### config.mk
export PLATFORM = sky130hd
export DESIGN_NAME = bcd_to_binary
export DESIGN_NICKNAME = d
export VERILOG_FILES = /design/src/rtl/bcd_to_binary.sv
export SDC_FILE = /design/constraint.sdc
export NUM_CORES = 1
export LEC_CHECK = 0
export CAP_MARGIN = 20
export CORE_MARGIN = 1
export CORE_UTILIZATION = 55
export DETAILED_ROUTE_END_ITERATION = 10
export GPL_ROUTABILITY_DRIVEN = 1
export PLACE_DENSITY = 0.9
export SYNTH_ARGS = -nofsm -noshare
export SYNTH_HDL_FRONTEND = slang
export SYNTH_SLANG_ARGS = --single-unit
### constraint.sdc
create_clock -name clk -period 8.8 [get_ports clk]
set_clock_uncertainty 0.05 [all_clocks]
set_input_delay 0.88 -clock clk [delete_from_list [all_inputs] [get_ports clk]]
set_output_delay 0.88 -clock clk [all_outputs]
set_load 0.02 [all_outputs]
### src/rtl/bcd_to_binary.sv
// bcd_to_binary: sequential 4-digit packed BCD to 14-bit binary converter.
// One digit per clock, most significant first, using acc = acc*10 + digit.
//
// Handshake: start is a level request sampled only in IDLE. done is a level
// that stays high in DONE until start is seen low, then the block returns to
// IDLE. value/error are valid while done=1 and hold until the next DONE entry.
module bcd_to_binary (
  input  logic        clk,
  input  logic        reset,
  input  logic        start,
  input  logic [15:0] bcd,
  output logic [13:0] value,
  output logic        done,
  output logic        busy,
  output logic        error
);

  localparam logic [1:0] ST_IDLE = 2'd0;
  localparam logic [1:0] ST_CONV = 2'd1;
  localparam logic [1:0] ST_DONE = 2'd2;

  // FSM state is kept in a plainly named register so checkers can bind to it.
  logic [1:0]  state;
  logic [15:0] bcd_q;
  logic [16:0] acc;
  logic [1:0]  idx;
  logic        err_q;
  logic [13:0] value_r;
  logic        error_r;

  logic [3:0]  digit;
  logic [16:0] acc_next;
  logic        err_next;
  logic        err_final;

  // Select the digit currently being accumulated.
  always_comb begin
    digit = 4'd0;
    case (idx)
      2'd3:    digit = bcd_q[15:12];
      2'd2:    digit = bcd_q[11:8];
      2'd1:    digit = bcd_q[7:4];
      default: digit = bcd_q[3:0];
    endcase
  end

  // Multiply-by-10 as two shifts, plus the new digit; error is sticky.
  always_comb begin
    acc_next  = (acc << 3) + (acc << 1) + {13'd0, digit};
    err_next  = err_q | (digit > 4'd9);
    // Results above 14 bits can only come from invalid digits, so folding the
    // high accumulator bits in never changes the flag for valid input.
    err_final = err_next | (|acc_next[16:14]);
  end

  // Control FSM and datapath registers; reset has priority everywhere.
  always_ff @(posedge clk) begin
    if (reset) begin
      state   <= ST_IDLE;
      bcd_q   <= 16'd0;
      acc     <= 17'd0;
      idx     <= 2'd0;
      err_q   <= 1'b0;
      value_r <= 14'd0;
      error_r <= 1'b0;
    end else begin
      case (state)
        ST_IDLE: begin
          if (start) begin
            bcd_q <= bcd;
            acc   <= 17'd0;
            err_q <= 1'b0;
            idx   <= 2'd3;
            state <= ST_CONV;
          end
        end
        ST_CONV: begin
          acc   <= acc_next;
          err_q <= err_next;
          idx   <= idx - 2'd1;
          if (idx == 2'd0) begin
            value_r <= err_final ? 14'd0 : acc_next[13:0];
            error_r <= err_final;
            state   <= ST_DONE;
          end
        end
        ST_DONE: begin
          if (!start) state <= ST_IDLE;
        end
        default: state <= ST_IDLE;
      endcase
    end
  end

  assign value = value_r;
  assign error = error_r;
  assign done  = (state == ST_DONE);
  assign busy  = (state != ST_IDLE);

endmodule

* Word level (Yosys, flattened, before mapping)
Cells that the tools add are included.
** Storage, ports and cells
- Logic and storage cells :: 42
- Register bits :: 52
** Cells by class
- Reduce and logical (&&, ||, !) cells :: 9
- $lt $le $gt $ge :: 1
- Bitwise operators :: 2
- Mux-type cells :: 12
- Add/subtract/negate cells :: 3
- Eq/ne operators :: 8
** Operators by type and width (number)
- 16-bit one-hot mux with 2 select lines :: 1
- 17-bit adder :: 1
- 17-bit by 4-bit adder with 17-bit output :: 1
- 16-bit 2-to-1 mux :: 1
- 14-bit 2-to-1 mux :: 1
- 4-bit one-hot mux with 3 select lines :: 1
- 2-bit 2-to-1 mux :: 4
- 2-bit equality test, second input constant :: 3
- 2-bit inequality test, second input constant :: 3
- 2-bit one-hot mux with 3 select lines :: 1
- 2-bit AND reduction :: 3
- 2-bit by 1-bit equality test with 1-bit output, second input constant :: 2
- 4-bit > comparator, second input constant :: 1
- 2-bit zero test :: 2
- 2-bit one-hot mux with 2 select lines :: 1
- 2-bit nonzero test :: 2
- 3-bit AND reduction :: 1
- 3-bit OR reduction :: 1
- 1-bit bitwise OR :: 2
- 1-bit one-hot mux with 2 select lines :: 1
- 2-bit by 1-bit subtractor with 2-bit output, second input constant :: 1
- 1-bit 2-to-1 mux :: 1

* Longest topological paths before layout
Gate-level depths: netlist of the first run.
- Depth after elaboration :: 6
- Mapped depth :: 16
- Gate-level depth less buffers :: 15

* Worst setup path before layout of the first run
Ideal clock, no wire load.
- Path type :: register to register
- From :: register idx[0]
- To :: register value_r[10] (netlist: value[10])
- Buffers on the path :: 1
- Required time :: 8.691 ns
- Period minus slack after synthesis :: 3.935 ns
- Setup time :: 0.059 ns
- Cell stages (with the launch flop) :: 16
- Arrival time :: 3.825 ns
- Path slack :: 4.865 ns
- Cell sequence :: dfxtp_1 > inv_1 > ha_1 > inv_1 > mux2_2 > ha_1 > ha_1 > fa_1 > a21o_1 > a221o_1 > a21oi_2 > xnor2_1 > or3b_4 > nor4b_4 > buf_6 > a22o_1
** On the way
- Word-level cells in the longest chain between the ends :: 6
** Ends and longest elaborated chain
- start, declared :: line 26 : logic [1:0] idx;
- start signal, assigned :: line 80 : idx <= idx - 2'd1;
- 2-bit by 1-bit equality test with 1-bit output or 2-bit equality test (tied branches) :: line 39 : case (idx)
- 4-bit one-hot mux with 3 select lines :: line 39
- 17-bit by 4-bit adder with 17-bit output or 4-bit > comparator (tied branches) :: line 49, 50
- 3-bit OR reduction or 1-bit bitwise OR (tied branches) :: line 53, 50
- 1-bit bitwise OR :: line 53 : err_final = err_next | (|acc_next[16:14]);
- 14-bit 2-to-1 mux :: line 82 : value_r <= err_final ? 14'd0 : acc_next[13:0];
- end signal, assigned :: line 82
- end, declared :: line 28 : logic [13:0] value_r;
Parallel ways exist; a longest one is shown, timed or not.
A chain may end at the register's enable or synchronous reset.

* Worst setup path after layout of the first run
- From :: register idx[0]
- To :: register value_r[11] (netlist: value[11])
The elaborated chain is that of the path after synthesis.

==> results.toml, run 1 <==
[outcome]
status = "completed"

[final_layout]
nets = 416
final_layout_size_suffix_gt1_frac = 0.0522
synthToLayoutAreaGrowth_pct = 17.8
design_area_sq_um = 3350
fill_cells = 391
antenna_cells = 0
final_common_cell = "nand2_1"
final_cell_mix = "nand2_1, dfxtp_1, a21oi_1"

[placement]
place_area_sq_um = 3220
hpwl_microns = 4660
globalplace.congestion = 0.948
portBuffers = 35

[worst_hold_path]
min_to = "bcd_q[9]$_SDFFE_PP0P_"
hold_path_depth = 2
min-delay-path-class = "flop to flop"
min_from = "bcd_q[9]$_SDFFE_PP0P_"

[global_routing]
grt_max_degree = 41
track_usage = 0.265
antenna_found_initial = 0
grt_pass1_vias = 2410
gr-total-overflow = 0
grt_pass1_wl_microns = 11000

[power]
ir_worst_vdd_v = 0.0000759
p_leak_nw = 1.46
power.density_nw_per_um2 = 149

[timing]
rsz0062_at_grt = "false"
fin_crit_sh = 0.515
slew_headroom = 0.490
setup_tns_ps = 0
drv_slew = 0
layout_min_cycle_time_ps = 4530
worstMarginPinSlew_ps = 766
setup_viol = 0
whs_ps = 424
fmax_ghz = 0.221
finalHoldViolations = 0

[setup_path]
reg2reg_to = "value[11]$_SDFFE_PP0P_"
r2r_start = "idx[0]$_SDFFE_PP0P_"
endpoint_kind = "flop"
worstSetupStartpointType = "flop"
r2r_cells = 14
crit_type = "flop to flop"
worst-endpoint-arrival_ps = 4740
crit_required_ps = 9010
r2r_slack_ps = 4270
worst-path-max-fanout = 14

[floorplanning]
initial_core_util = 0.586
ios = 36
die_area_sq_um = 5460
core-area_sq_um = 4850
die_h_microns = 73.9
die_x_microns = 73.9
rows = 25

[synth]
ys_seq_area_frac = 0.366
yosysWarnings = 0
yosysUniqueCellTypes = 40
synth-seq-cells = 52
synth.avg_cell_area_sq_um = 8.48
synth_edf_count = 0
synth-adder-area-share = 0.155
synthMuxAreaShare = 0.00396
synthArstFlopShare = 0
ys.flop_type = "dfxtp_1"
synth_top_family_by_area = "compound AO/OA/AOI/OAI gates"
synth_area_sq_um = 2840
synth_xor_xnor_area_share = 0.0401
netlist_instances = 335
mappedNetlistNets = 388
synth_compound_area_frac = 0.215
synthSimpleGateAreaFrac = 0.181

[drt]
drt-initial-drc-count = 165
vias_per_cell = 5.90
routed_wl_microns = 6640
firstDrtPassIters = 5
vias = 2541
avgRoutedWirePerCell_microns = 15.4
ant_nets = 0
drc = 0

[job]
max-cap-violations = 0

[clock_network]
clock-sinks = 52
postCtsSetupBuffers = 0
numCtsBuffers = 5
cts_buffer_depth = 2
cts_hold_buffers = 0
clkLatencyLatePin_ps = 320
tritoncts = "built"
cts.reportedPaths.clkPinSlew_ps = 100
root_buffer = "clkbuf_8"
ctsHtreeMaxLevel = 2
post_cts_resized = 0
power by group:
| group | internal [W] | switching [W] |
|---|---|---|
| clock | 0.0000586 | 0.0000891 |
| combinational | 0.0000399 | 0.0000566 |
| sequential | 0.000246 | 0.00000869 |
cell type report:
type | count | area [sq um] | area share
tap | 67 | 83.8 | 0.0250
multi-input combinational | 256 | 1690 | 0.505
clock inverter | 3 | 27.5 | 0.00822
sequential | 52 | 1040 | 0.311
timing repair buffer | 39 | 400 | 0.120
inverter | 9 | 33.8 | 0.0101
clock buffer | 5 | 68.8 | 0.0206
critical path, cell delays in order (launching register included):
cell and delay, ps:
dfxtp_1 420, inv_1 90, ha_1 290, inv_1 170
mux2_2 370, ha_1 280, ha_1 230, fa_1 420
a21o_1 200, a221o_1 400, a21oi_2 170, xnor2_1 90
or3b_4 400, nor4b_4 660, a22o_1 240
logic make-up after synthesis:
logic type                 count (synthesis)
AOI/OAI and AO/OA                         96
xor gates and xnor gates                  13
adders and majority gates                 34
buffers and inverters                     27
DFF                                       52
muxes                                      1
and+or+nand+nor                          112
metal layers:
layer	track usage	routed length, microns	vias up
met2	0.446	3220	96
met4	0.103	123	0
met3	0.0535	389	14
met5	0	0	-
met1	0.331	2900	1194
li1	-	-	1237
state kept, by name, indices dropped and copies added (netlist names):
name,flops
err_q,1
idx,2
error,1
bcd_q,16
acc,16
state,2
value,14
how the worst max path moves through the flow:
stage | start | end | slack [ps] | cells past startpoint
after floorplan | idx[0]$_SDFFE_PP0P_ | value[10]$_SDFFE_PP0P_ | 4870 | 15
after global placement | idx[0]$_SDFFE_PP0P_ | value[2]$_SDFFE_PP0P_ | 4500 | 14
after detailed placement | idx[0]$_SDFFE_PP0P_ | value[11]$_SDFFE_PP0P_ | 4330 | 14
after CTS | idx[0]$_SDFFE_PP0P_ | value[11]$_SDFFE_PP0P_ | 4300 | 14
after global routing | idx[0]$_SDFFE_PP0P_ | value[11]$_SDFFE_PP0P_ | 3980 | 14
final | idx[0]$_SDFFE_PP0P_ | value[11]$_SDFFE_PP0P_ | 4270 | 14
cells in the mapped netlist (4+ instances only):
master	number	area [sq um]
xnor2_1	7	61.3
nor2b_1	4	25.0
a22o_1	14	123
a211oi_1	5	37.5
clkbuf_1	14	52.6
dfxtp_1	52	1040
nor2_1	14	52.6
a21oi_1	49	245
ha_1	32	400
o21ai_0	6	30.0
a21o_1	6	45.0
inv_1	9	33.8
xor2_1	6	52.6
nand2_1	63	236
nand3_1	17	85.1
per-stage QoR:
step	setup slack, ps	utilization	cells	power [W]
floorplan	4870	-	335	0.000322
global placement	4500	0.663	421	0.000347
detailed placement	4330	0.663	421	0.000350
CTS	4300	0.683	429	0.000493
global route	3980	0.690	431	0.000520
finish	4270	0.690	431	0.000499
No activity file was read; power rests on OpenSTA's default activity.
==> inputs of run 2 (changes only) <==
clock period = 4.3 ns   (was 8.8 ns; I/O delays follow)
==> results.toml, run 2 (same netlist as run 1, synthesis figures left out) <==
[job]
max-cap-violations = 0

[worst_hold_path]
min_from = "bcd_q[9]$_SDFFE_PP0P_"
min-delay-path-class = "flop to flop"
hold_path_depth = 2

[outcome]
status = "completed"

[global_routing]
grt_pass1_wl_microns = 11000
grt_max_degree = 41
grt_pass1_vias = 2356
antenna_found_initial = 0
track_usage = 0.260
gr-total-overflow = 0

[final_layout]
antenna_cells = 0
final_cell_mix = "nand2_1, dfxtp_1, a21oi_1"
final_layout_size_suffix_gt1_frac = 0.0761
fill_cells = 379
finalNonFillerCells = 435
final_common_cell = "nand2_1"
synthToLayoutAreaGrowth_pct = 19.2
nets = 420

[placement]
portBuffers = 35
dp_cells = 424
hpwl_microns = 4630
globalplace.congestion = 0.960

[clock_network]
cts_buffer_depth = 2
cts.reportedPaths.clkPinSlew_ps = 100
root_buffer = "clkbuf_8"
numCtsBuffers = 5
clkLatencyLatePin_ps = 310
tritoncts = "built"
ctsHtreeMaxLevel = 2
cts_hold_buffers = 0
clock-sinks = 52

[drt]
firstDrtPassIters = 7
vias_per_cell = 5.83
routed_wl_microns = 6470
drc = 0
vias = 2537
ant_nets = 0
avgRoutedWirePerCell_microns = 14.9
drt-initial-drc-count = 182

[setup_path]
worst-path-max-fanout = 7
critPathSlowestCell = "or3b_4"
worstSetupPathDepth = 16
worst-endpoint-arrival_ps = 4300
crit_chain = "inv_1, ha_2, a22oi_2, nand2_1, mux2_2, ha_1, ha_1, fa_2, a21o_1, a221o_1, a21oi_2, xnor2_1, or3b_4, nor4b_4, buf_6, a22o_1"
endpoint_kind = "flop"
crit_top_cell = "ha_1"
crit_start = "idx[0]$_SDFFE_PP0P_"
worstSetupStartpointType = "flop"
r2r_start = "idx[0]$_SDFFE_PP0P_"
crit_required_ps = 4500
r2r_cells = 16
path_buf_inv = 2
critPathTopFamily = "adder cells"
crit_type = "flop to flop"
cp_slowest_stage_delay_ps = 410

[floorplanning]
rows = 25
core-area_sq_um = 4850
ios = 36
die_x_microns = 73.9
die_area_sq_um = 5460
initial_core_util = 0.586
die_h_microns = 73.9

[power]
p_leak_nw = 1.47
power.density_nw_per_um2 = 301
ir_worst_vdd_v = 0.000179

[timing]
fmax_ghz = 0.244
setup_viol = 0
finalHoldViolations = 0
slew_headroom = 0.347
worstMarginPinSlew_ps = 979
whs_ps = 423
fin_crit_sh = 0.953
layout_min_cycle_time_ps = 4100
drv_slew = 0
## run 2: report_power, final
part           total [W]  switching [W]  internal (W)
Sequential      0.000522      0.0000180      0.000504
Combinational   0.000198       0.000116     0.0000817
Clock           0.000299       0.000180      0.000120
## run 2: layout make-up
class	count	area, sq um	share of cell area
clock buffers	5	68.8	0.0203
flip-flops and latches	52	1050	0.309
clock inverters	3	27.5	0.00813
inverters	9	33.8	0.00997
well taps	67	83.8	0.0248
repair buffers	43	425	0.126
multi-input cells	256	1700	0.502
## run 2: what timing repair did
item	CTS	global route
buffers inserted	0	1
hold endpoints to repair	0	0
resized for setup	0	10
endpoints found under the setup margin	0	14
## run 2: final timing paths
check                     endpoint  slack [ps]
max          value[9]$_SDFFE_PP0P_         200
min          bcd_q[9]$_SDFFE_PP0P_         420
min reg2reg  bcd_q[9]$_SDFFE_PP0P_         420
max reg2reg  value[9]$_SDFFE_PP0P_         200
## run 2: routing by layer
metal,share of wire,vias up,global-route usage
li1,-,1245,-
met1,0.45,1194,0.351
met2,0.49,87,0.428
met3,0.047,11,0.0453
met4,0.014,0,0.0684
met5,0,-,0
## run 2: per-stage QoR
| step | cell area, sq um | TNS, ps | setup WS [ps] | utilization | power [W] |
|---|---|---|---|---|---|
| floorplan | 2840 | 0 | 365 | - | 0.000658 |
| global placement | 3240 | 0 | 271 | 0.668 | 0.000713 |
| detailed placement | 3240 | 0 | 106 | 0.668 | 0.000721 |
| CTS | 3330 | 0 | 46.6 | 0.688 | 0.00101 |
| global route | 3390 | -24.6 | -10.1 | 0.699 | 0.00107 |
| finish | 3390 | 0 | 203 | 0.699 | 0.00102 |
## run 2: worst register-to-register path, cell delays in order, from the launching register on
cell and delay, ps:
dfxtp_4 390, inv_1 60, ha_2 200, a22oi_2 180
nand2_1 90, mux2_2 280, ha_1 280, ha_1 240
fa_2 360, a21o_1 190, a221o_1 380, a21oi_2 150
xnor2_1 100, or3b_4 410, nor4b_4 360, buf_6 180
a22o_1 130
